===== config.mk =====
export PLATFORM = sky130hd
export DESIGN_NAME = cu_multicycle
export DESIGN_NICKNAME = d
export VERILOG_FILES = /design/src/rtl/cu_multicycle.sv
export SDC_FILE = /design/constraint.sdc
export NUM_CORES = 1
export LEC_CHECK = 0
export ABC_AREA = 1
export ABC_CLOCK_PERIOD_IN_PS = 1400
export CELL_PAD_IN_SITES_DETAIL_PLACEMENT = 1
export CELL_PAD_IN_SITES_GLOBAL_PLACEMENT = 1
export CORE_ASPECT_RATIO = 0.8
export CORE_UTILIZATION = 38
export DETAILED_ROUTE_END_ITERATION = 12
export GPL_ROUTABILITY_DRIVEN = 0
export PLACE_DENSITY = 0.8
export RECOVER_POWER = 100
export SLEW_MARGIN = 20
export SYNTH_ARGS = -nofsm -noshare
export SYNTH_HDL_FRONTEND = slang
export SYNTH_SLANG_ARGS = --single-unit

===== constraint.sdc =====
create_clock -name clk_i -period 1.4 [get_ports clk_i]
set_clock_uncertainty 0.05 [all_clocks]
set_input_delay 0.14 -clock clk_i [delete_from_list [all_inputs] [get_ports clk_i]]
set_output_delay 0.14 -clock clk_i [all_outputs]
set_load 0.02 [all_outputs]

===== src/rtl/cu_multicycle.sv =====
// cu_multicycle: multi-cycle control unit with a small internal register file.
// Each accepted instruction is latched and sequenced through decode, execute,
// an optional memory access and an optional write-back. The datapath
// (ALU and data memory) is external to this block.
//
// Ports:
//   clk_i          clock, rising edge
//   rst_ni         synchronous active-low reset
//   instr_valid_i  instruction offered
//   instr_i        {type[2], rd, rs1, rs2, offset[DATA_WIDTH], opcode[4]}
//   instr_ready_o  high only in IDLE while out of reset
//   result2_i      ALU result / memory read data for write-back
//   mem_ready_i    data memory has completed the current access
//   operand1_o     reg[rs1]
//   operand2_o     reg[rs2] (ALU) or reg[rd] (LDR/STR)
//   offset_o       instruction offset
//   opcode_o       ALU opcode
//   sel1_o         ALU-result path select
//   sel3_o         offset path select
//   w_r_o          memory write enable
//   busy_o         state != IDLE
//   retire_o       one-cycle pulse per completed instruction
//
// state      | meaning
// IDLE       | waiting for an instruction; NOPs retire here directly
// DECODE     | read register file, load operand/select outputs
// EXECUTE    | pick memory or write-back path; STR raises w_r
// MEM_ACCESS | hold outputs until mem_ready
// WRITE_BACK | reg[rd] <= result2, retire
module cu_multicycle #(
  parameter int DATA_WIDTH    = 8,
  parameter int REG_ADDR_BITS = 2,
  localparam int INSTR_WIDTH  = 2 + 3*REG_ADDR_BITS + DATA_WIDTH + 4
) (
  input  logic                   clk_i,
  input  logic                   rst_ni,
  input  logic                   instr_valid_i,
  input  logic [INSTR_WIDTH-1:0] instr_i,
  output logic                   instr_ready_o,
  input  logic [DATA_WIDTH-1:0]  result2_i,
  input  logic                   mem_ready_i,
  output logic [DATA_WIDTH-1:0]  operand1_o,
  output logic [DATA_WIDTH-1:0]  operand2_o,
  output logic [DATA_WIDTH-1:0]  offset_o,
  output logic [3:0]             opcode_o,
  output logic                   sel1_o,
  output logic                   sel3_o,
  output logic                   w_r_o,
  output logic                   busy_o,
  output logic                   retire_o
);

  localparam int NREGS    = 2**REG_ADDR_BITS;
  localparam int OFF_LSB  = 4;
  localparam int RS2_LSB  = OFF_LSB + DATA_WIDTH;
  localparam int RS1_LSB  = RS2_LSB + REG_ADDR_BITS;
  localparam int RD_LSB   = RS1_LSB + REG_ADDR_BITS;
  localparam int TYPE_LSB = RD_LSB + REG_ADDR_BITS;

  localparam logic [1:0] T_NOP = 2'b00;
  localparam logic [1:0] T_ALU = 2'b01;
  localparam logic [1:0] T_STR = 2'b11;

  typedef enum logic [2:0] {
    S_IDLE    = 3'd0,
    S_DECODE  = 3'd1,
    S_EXECUTE = 3'd2,
    S_MEM     = 3'd3,
    S_WB      = 3'd4
  } state_e;

  state_e                 state_q, state_d;
  logic [INSTR_WIDTH-1:0] instr_q, instr_d;
  logic [DATA_WIDTH-1:0]  regs_q [NREGS];
  logic [DATA_WIDTH-1:0]  regs_d [NREGS];
  logic [DATA_WIDTH-1:0]  op1_q, op1_d, op2_q, op2_d, off_q, off_d;
  logic [3:0]             opc_q, opc_d;
  logic                   sel1_q, sel1_d, sel3_q, sel3_d, wr_q, wr_d, retire_q, retire_d;

  logic [1:0]               type_w;
  logic [REG_ADDR_BITS-1:0] rd_w, rs1_w, rs2_w;
  logic                     accept_w;

  assign type_w = instr_q[TYPE_LSB +: 2];
  assign rd_w   = instr_q[RD_LSB +: REG_ADDR_BITS];
  assign rs1_w  = instr_q[RS1_LSB +: REG_ADDR_BITS];
  assign rs2_w  = instr_q[RS2_LSB +: REG_ADDR_BITS];

  assign instr_ready_o = (state_q == S_IDLE) && rst_ni;
  assign busy_o        = (state_q != S_IDLE);
  assign accept_w      = instr_valid_i && instr_ready_o;

  always_comb begin
    state_d  = state_q;
    instr_d  = instr_q;
    regs_d   = regs_q;
    op1_d    = op1_q;
    op2_d    = op2_q;
    off_d    = off_q;
    opc_d    = opc_q;
    sel1_d   = sel1_q;
    sel3_d   = sel3_q;
    wr_d     = wr_q;
    retire_d = 1'b0;
    case (state_q)
      S_IDLE: begin
        if (accept_w) begin
          instr_d = instr_i;
          if (instr_i[TYPE_LSB +: 2] == T_NOP) retire_d = 1'b1;
          else                                 state_d  = S_DECODE;
        end
      end
      S_DECODE: begin
        op1_d = regs_q[rs1_w];
        off_d = instr_q[OFF_LSB +: DATA_WIDTH];
        opc_d = instr_q[3:0];
        wr_d  = 1'b0;
        if (type_w == T_ALU) begin
          op2_d  = regs_q[rs2_w];
          sel1_d = 1'b1;
          sel3_d = 1'b0;
        end else begin
          op2_d  = regs_q[rd_w];
          sel1_d = 1'b0;
          sel3_d = 1'b1;
        end
        state_d = S_EXECUTE;
      end
      S_EXECUTE: begin
        if (type_w == T_ALU) begin
          state_d = S_WB;
        end else begin
          state_d = S_MEM;
          if (type_w == T_STR) wr_d = 1'b1;
        end
      end
      S_MEM: begin
        if (mem_ready_i) begin
          if (type_w == T_STR) begin
            wr_d     = 1'b0;
            retire_d = 1'b1;
            state_d  = S_IDLE;
          end else begin
            state_d = S_WB;
          end
        end
      end
      S_WB: begin
        if (type_w != T_STR) regs_d[rd_w] = result2_i;
        retire_d = 1'b1;
        state_d  = S_IDLE;
      end
      // Unreachable encodings recover to IDLE without touching the register file.
      default: state_d = S_IDLE;
    endcase
  end

  always_ff @(posedge clk_i) begin
    if (!rst_ni) begin
      state_q  <= S_IDLE;
      instr_q  <= '0;
      for (int i = 0; i < NREGS; i++) regs_q[i] <= DATA_WIDTH'(i);
      op1_q    <= '0;
      op2_q    <= '0;
      off_q    <= '0;
      opc_q    <= 4'hF;
      sel1_q   <= 1'b0;
      sel3_q   <= 1'b0;
      wr_q     <= 1'b0;
      retire_q <= 1'b0;
    end else begin
      state_q  <= state_d;
      instr_q  <= instr_d;
      regs_q   <= regs_d;
      op1_q    <= op1_d;
      op2_q    <= op2_d;
      off_q    <= off_d;
      opc_q    <= opc_d;
      sel1_q   <= sel1_d;
      sel3_q   <= sel3_d;
      wr_q     <= wr_d;
      retire_q <= retire_d;
    end
  end

  assign operand1_o = op1_q;
  assign operand2_o = op2_q;
  assign offset_o   = off_q;
  assign opcode_o   = opc_q;
  assign sel1_o     = sel1_q;
  assign sel3_o     = sel3_q;
  assign w_r_o      = wr_q;
  assign retire_o   = retire_q;

endmodule


==> run_results.csv, run 1 <==
group,metric,value,unit
critical_path,crit_chain,"buf_4 -> a21oi_1 -> o21ai_0 -> nand3_1 -> nand2_1 -> inv_1",
floorplan,num_rows,33,
synthesis,synthCells,629,
final_layout,fin_nets,757,
final_layout,syn_to_final_growth,36.1,%
floorplan,start_util,0.398,
detailed_routing,wirelength,15200,um
critical_path,crit_fanout,7,
detailed_routing,antenna_left,0,
sta,finalSetupTns,-402,ps
global_routing,grt_max_degree,69,
placement,placed_cells,842,
critical_path,worstPathArrival,1680,ps
pwr,p_sw_frac,0.332,
synthesis,netlist_area,4140,um^2
placement,place_hpwl,9900,um
sta,hold_violations,0,
sta,worst_slack,-52.6,ps
pwr,switching_power,0.00231,W
sta,setup_viol,20,
synthesis,ys_seq_area_frac,0.420,
detailed_routing,post_drt_via_cell_ratio,5.32,
cts,cts.sinks,87,
synthesis,ys_ff_latch,87,
floorplan,fp.dieH,95.4,um
synthesis,synth.avg_cell_area,6.59,um^2
detailed_routing,drt-initial-drc-count,279,
critical_path,critical_path_required,1630,ps
global_routing,gr-total-overflow,0,
sta,rsz0062_at_grt,"true",
pwr,internal-power,0.00464,W
floorplan,die_area,11300,um^2
global_routing,grt_pass1_wl,22400,um
final_layout,n_antenna_cell,0,
detailed_routing,first_pass_iters,5,
placement,portBuffers,65,
critical_path,critPathBufInv,2,
floorplan,coreArea,10400,um^2
critical_path,cp_slowest_stage_delay,340,ps
synthesis,yosysUniqueCellTypes,22,
critical_path,cpMaxStageDelayCell,"dfxtp_2",
synthesis,synth_compound_area_frac,0.0948,
sta,drv_slew,0,
synthesis,synth_top_family_by_area,"simple AND/OR/NAND/NOR gates",
cts,cts_root_buf,"clkbuf_16",
cts,path_clk_slew,60,ps
synthesis,synth_mux_area_frac,0,
synthesis,synth_xor_area_frac,0,
final_layout,final_layout_size_suffix_gt1_frac,0.189,
cts,cts_buffers,9,
pwr,pwr-share-clk,0.318,
cts,insertion_delay,340,ps
sta,max_freq,688,MHz
final_layout,final_util,0.542,
pwr,p_comb_frac,0.273,
floorplan,ios,66,
synthesis,synth_fa_ha_area_frac,0,
detailed_routing,drc,0,
pwr,power_density,1230,nW/um^2
synthesis,syn-num-nets,661,
floorplan,die_w,119,um
synthesis,yosys_warnings,0,
detailed_routing,routed-via-count,4619,
pwr,seq_power_share,0.409,
synthesis,yosys.area_share.simple,0.400,
cts,clk_path_buf_depth,2,
pwr,vdd_drop_max,0.686,mV
job,cap_violations,0,
critical_path,critPathKind,"flip-flop to flip-flop",
min_path,hold_class,"input pin to flip-flop",
sta,fin_crit,1450,ps
pwr,p_leak,2.64,nW
critical_path,critical_path.endpoint_type,"flip-flop",
sta,tightest_slew,806,ps
pwr,finalPower,0.00695,W
global_routing,track_usage,0.255,
critical_path,start_kind,"flip-flop",
final_layout,fin_cells,869,
cts,cts_max_level,3,
sta,finalCritPeriodShare,1.04,
detailed_routing,wl_per_cell,17.5,um
outcome,status,"finished, violations left",
cts,cts_tree,"yes",
sta,maxSlewHeadroom,0.462,
global_routing,grt_pass1_vias,4565,
critical_path,crit_family,"compound AO/OA/AOI/OAI gates",
outcome,violations,"setup timing",
cts,hold_buffers,0,
global_routing,grt_antenna_before_repair,0,
cells in the mapped netlist, drive strengths merged:
library cell	n	share of area
clkbuf	8	0.0072
inv	43	0.039
nand3	98	0.12
a21oi	7	0.0085
clkinv	1	0.00091
nor2	144	0.14
nand2	144	0.13
dfxtp	87	0.42
o211ai	1	0.0018
buf	25	0.038
nor3	1	0.0012
o21ai	70	0.085
layer usage:
layer | wire, um | part of all wire | global-route usage
met5 | 0 | 0 | 0
met2 | 7480 | 0.49 | 0.461
met3 | 704 | 0.046 | 0.0604
met4 | 473 | 0.031 | 0.0781
met1 | 6550 | 0.43 | 0.303
logic make-up (layout without fill, tap and decap cells):
| family | count (synthesis) | in the layout |
|---|---|---|
| AO/OA/AOI/OAI | 78 | 78 |
| buffers and inverters | 77 | 177 |
| flip-flops | 87 | 87 |
| AND/OR/NAND/NOR | 387 | 387 |
final timing paths:
| check | cells past startpoint | slack (ps) | from | endpoint |
|---|---|---|---|---|
| setup / recovery | 6 | -50 | instr_q[14]$_SDFFE_PN0P_ | operand1_o[7]$_SDFFE_PN0P_ |
| hold / removal | 3 | 310 | instr_i[16] | instr_q[16]$_SDFFE_PN0P_ |
| setup reg to reg | 6 | -50 | instr_q[14]$_SDFFE_PN0P_ | operand1_o[7]$_SDFFE_PN0P_ |
| hold reg to reg | 2 | 410 | w_r_o$_SDFFE_PN0P_ | w_r_o$_SDFFE_PN0P_ |
registers in the layout, indices dropped and copies added (netlist names):
name        cells
instr_q        20
offset_o        8
opcode_o        4
operand1_o      8
operand2_o      8
regs_q         32
retire_o        1
sel1_o          1
sel3_o          1
state_q         3
w_r_o           1
repair_timing:
item / 4_1_cts / 5_1_grt
setup endpoints to repair: 84 / 71
gates resized for setup: 69 / 65
buffers inserted: 3 / 11
pin swaps: 12 / 26
final cells by class:
cell class	count	area, um^2
Sequential cell	87	1760
Inverter	44	191
Tap cell	140	175
Multi-Input combinational cell	465	2180
Clock inverter	4	22.5
Clock buffer	11	243
Fill cell	1370	4770
Timing Repair Buffer	118	1070
layout by cell type, fill, tap and decap left out, drive strengths merged:
cell type	instances
a21oi	7
buf	55
clkbuf	12
clkdlybuf4s50	30
clkinv	3
clkinvlp	2
dfxtp	87
dlygate4sd2	32
inv	43
nand2	144
nand3	98
nor2	144
nor3	1
o211ai	1
o21ai	70
worst register-to-register path, stage by stage, from the launching register on:
cell	delay, ps
dfxtp_2	340
buf_4	170
a21oi_1	320
o21ai_0	180
nand3_1	150
nand2_1	80
inv_1	90
through the flow:
stage	hold WS (ps)	setup slack [ps]	cell area, um^2
global route	321	-126	5640
CTS	304	-61.5	5400
global placement	390	-70.7	5100
finish	307	-52.6	5640
floorplan	216	142	4140
detailed placement	405	-103	5100
power groups by stage:
stage          logic (W)  registers [W]  clock network [W]
2_1_floorplan   0.000933        0.00300                  0
3_3_place_gp     0.00177        0.00287                  0
3_5_place_dp     0.00184        0.00288                  0
4_1_cts          0.00180        0.00283            0.00224
5_1_grt          0.00207        0.00286            0.00237
6_report         0.00190        0.00284            0.00221
No activity file was read; power rests on OpenSTA's default activity.
==> inputs of run 2 (changes only) <==
--- a/config.mk
+++ b/config.mk
@@ -15,6 +15,7 @@
 export GPL_ROUTABILITY_DRIVEN = 0
 export PLACE_DENSITY = 0.8
 export RECOVER_POWER = 100
+export SETUP_SLACK_MARGIN = 0.2
 export SLEW_MARGIN = 20
 export SYNTH_ARGS = -nofsm -noshare
 export SYNTH_HDL_FRONTEND = slang
==> run 2 against run 1 <==
Net effect: the run still ends with setup timing left; combinational power rose by 39%; sequential cell count did not move; global-route usage rose by 0.91 points; via count rose by 7.7%; utilization rose by 4.6 points; final area rose by 8.5%; wire length rose by 22%; critical path type unchanged; critical endpoint is now regs_q[11]$_SDFFE_PN0P_; largest cell class unchanged.
==> run_results.csv, run 2 (synthesis results as in run 1) <==
group,metric,value,unit
outcome,status,"finished, violations left",
outcome,violations,"setup timing",
detailed_routing,drt-initial-drc-count,390,
sta,setup_viol,54,
floorplan,coreArea,10400,um^2
placement,portBuffers,65,
global_routing,grt_max_degree,69,
floorplan,ios,66,
pwr,p_comb_frac,0.338,
critical_path,start_kind,"flip-flop",
critical_path,critical_path_required,1620,ps
final_layout,design_area,6120,um^2
sta,drv_slew,0,
cts,cts_root_buf,"clkbuf_16",
final_layout,syn_to_final_growth,47.7,%
floorplan,num_rows,33,
critical_path,cp_slowest_stage_delay,350,ps
final_layout,fin_nets,764,
floorplan,die_area,11300,um^2
pwr,switching_power,0.00285,W
final_layout,final_common_cell,"nand2_1",
detailed_routing,drc,0,
cts,cts.sinks,87,
floorplan,die_w,119,um
detailed_routing,first_pass_iters,5,
critical_path,critPathKind,"flip-flop to flip-flop",
detailed_routing,routed-via-count,4976,
sta,fin_crit,1600,ps
final_layout,largest_register,"regs_q",
placement,post_dp_cell_area,5150,um^2
final_layout,final_cell_mix,"121 x nand2_1, 103 x nor2_1, 82 x nand3_1",
pwr,internal-power,0.00500,W
placement,place_hpwl,10000,um
global_routing,track_usage,0.265,
detailed_routing,post_drt_via_cell_ratio,5.67,
sta,rsz0062_at_grt,"true",
pwr,pwr-share-clk,0.291,
sta,tightest_slew,721,ps
final_layout,largest_reg_flops,32,
cts,hold_buffers,0,
cts,insertion_delay,350,ps
pwr,p_leak,2.72,nW
global_routing,grt_antenna_before_repair,0,
critical_path,worstPathArrival,1820,ps
cts,cts_max_level,3,
final_layout,top_regs,"regs_q: 32 flops, instr_q: 20 flops",
critical_path,crit_fanout,6,
sta,whs,299,ps
floorplan,fp.dieH,95.4,um
cts,cts_tree,"yes",
sta,finalCritPeriodShare,1.14,
final_layout,multi_input_area,2480,um^2
sta,worst_slack,-197,ps
sta,max_freq,626,MHz
pwr,power_density,1280,nW/um^2
placement,placed_cells,842,
final_layout,n_antenna_cell,0,
job,cap_violations,0,
cts,clk_path_buf_depth,2,
detailed_routing,wirelength,18600,um
final_layout,fin_cells,877,
sta,maxSlewHeadroom,0.519,
critical_path,cpMaxStageDelayCell,"dfxtp_1",
final_layout,nFillCells,1315,
floorplan,start_util,0.398,
sta,hold_violations,0,
critical_path,reg2reg_slack,-200,ps
critical_path,critical_path.endpoint_type,"flip-flop",
global_routing,gr-total-overflow,0,
cts,path_clk_slew,70,ps
global_routing,grt_pass1_vias,4697,
placement,preCtsSetupSlack,-114,ps
detailed_routing,antenna_left,0,
final_layout,final_layout_size_suffix_gt1_frac,0.265,
min_path,hold_class,"input pin to flip-flop",
final_layout,register_area,1760,um^2
pwr,vdd_drop_max,1.26,mV
pwr,seq_power_share,0.371,
detailed_routing,wl_per_cell,21.2,um
critical_path,crit_chain,"nand2_1 -> nand3_4 -> nor2_4 -> buf_6 -> o21ai_0 -> nor2_1",
global_routing,grt_pass1_wl,23400,um
cts,cts_buffers,9,
pwr,p_sw_frac,0.363,
-- run 2: what timing repair did --
item                                    CTS  global route
pin swaps                                22            38
endpoints found under the setup margin  113           104
gates cloned                              1             3
resized for setup                       154           135
setup buffers                             4            11
-- run 2: power groups by stage --
| stage | Sequential (W) | Clock (W) | Combinational, W |
|---|---|---|---|
| final | 0.00292 | 0.00229 | 0.00265 |
| after global routing | 0.00293 | 0.00239 | 0.00280 |
| after CTS | 0.00285 | 0.00227 | 0.00204 |
| after detailed placement | 0.00290 | 0 | 0.00188 |
| after global placement | 0.00289 | 0 | 0.00180 |
| after floorplan | 0.00301 | 0 | 0.000952 |
-- run 2: layout make-up --
class / instances / area share
timing repair buffer: 125 / 0.200
inverter: 44 / 0.0341
tap: 140 / 0.0286
sequential: 87 / 0.287
clock inverter: 7 / 0.00818
clock buffer: 9 / 0.0368
multi-input combinational: 465 / 0.405
-- run 2: path summary, 6_finish.rpt --
| check | start | endpoint | cells past startpoint |
|---|---|---|---|
| worst max-delay path | instr_q[19]$_SDFFE_PN0P_ | regs_q[11]$_SDFFE_PN0P_ | 6 |
| worst min-delay path | instr_i[12] | instr_q[12]$_SDFFE_PN0P_ | 3 |
| worst max register to register | instr_q[19]$_SDFFE_PN0P_ | regs_q[11]$_SDFFE_PN0P_ | 6 |
| worst min register to register | instr_q[10]$_SDFFE_PN0P_ | instr_q[10]$_SDFFE_PN0P_ | 2 |
-- run 2: worst max-delay path, delay by kind of cell (launching register included) --
family | cells | cell delay [ps]
AO/OA/AOI/OAI | 1 | 100
buffers and inverters | 1 | 160
flip-flops | 1 | 350
AND/OR/NAND/NOR | 4 | 850
-- run 2: through the flow --
step | total power, W | TNS (ps) | util
after floorplan | 0.00396 | 0 | -
after global placement | 0.00469 | -72.8 | 0.495
after detailed placement | 0.00478 | -322 | 0.495
after CTS | 0.00717 | -442 | 0.548
after global routing | 0.00813 | -6860 | 0.588
final | 0.00786 | -2870 | 0.588
-- run 2: metal layers --
layer | GRT usage | routed length, um | vias to the layer above
li1 | - | - | 2218
met1 | 0.322 | 7580 | 2455
met2 | 0.476 | 9170 | 237
met3 | 0.0461 | 1120 | 66
met4 | 0.0918 | 743 | 0
met5 | 0 | 0 | -
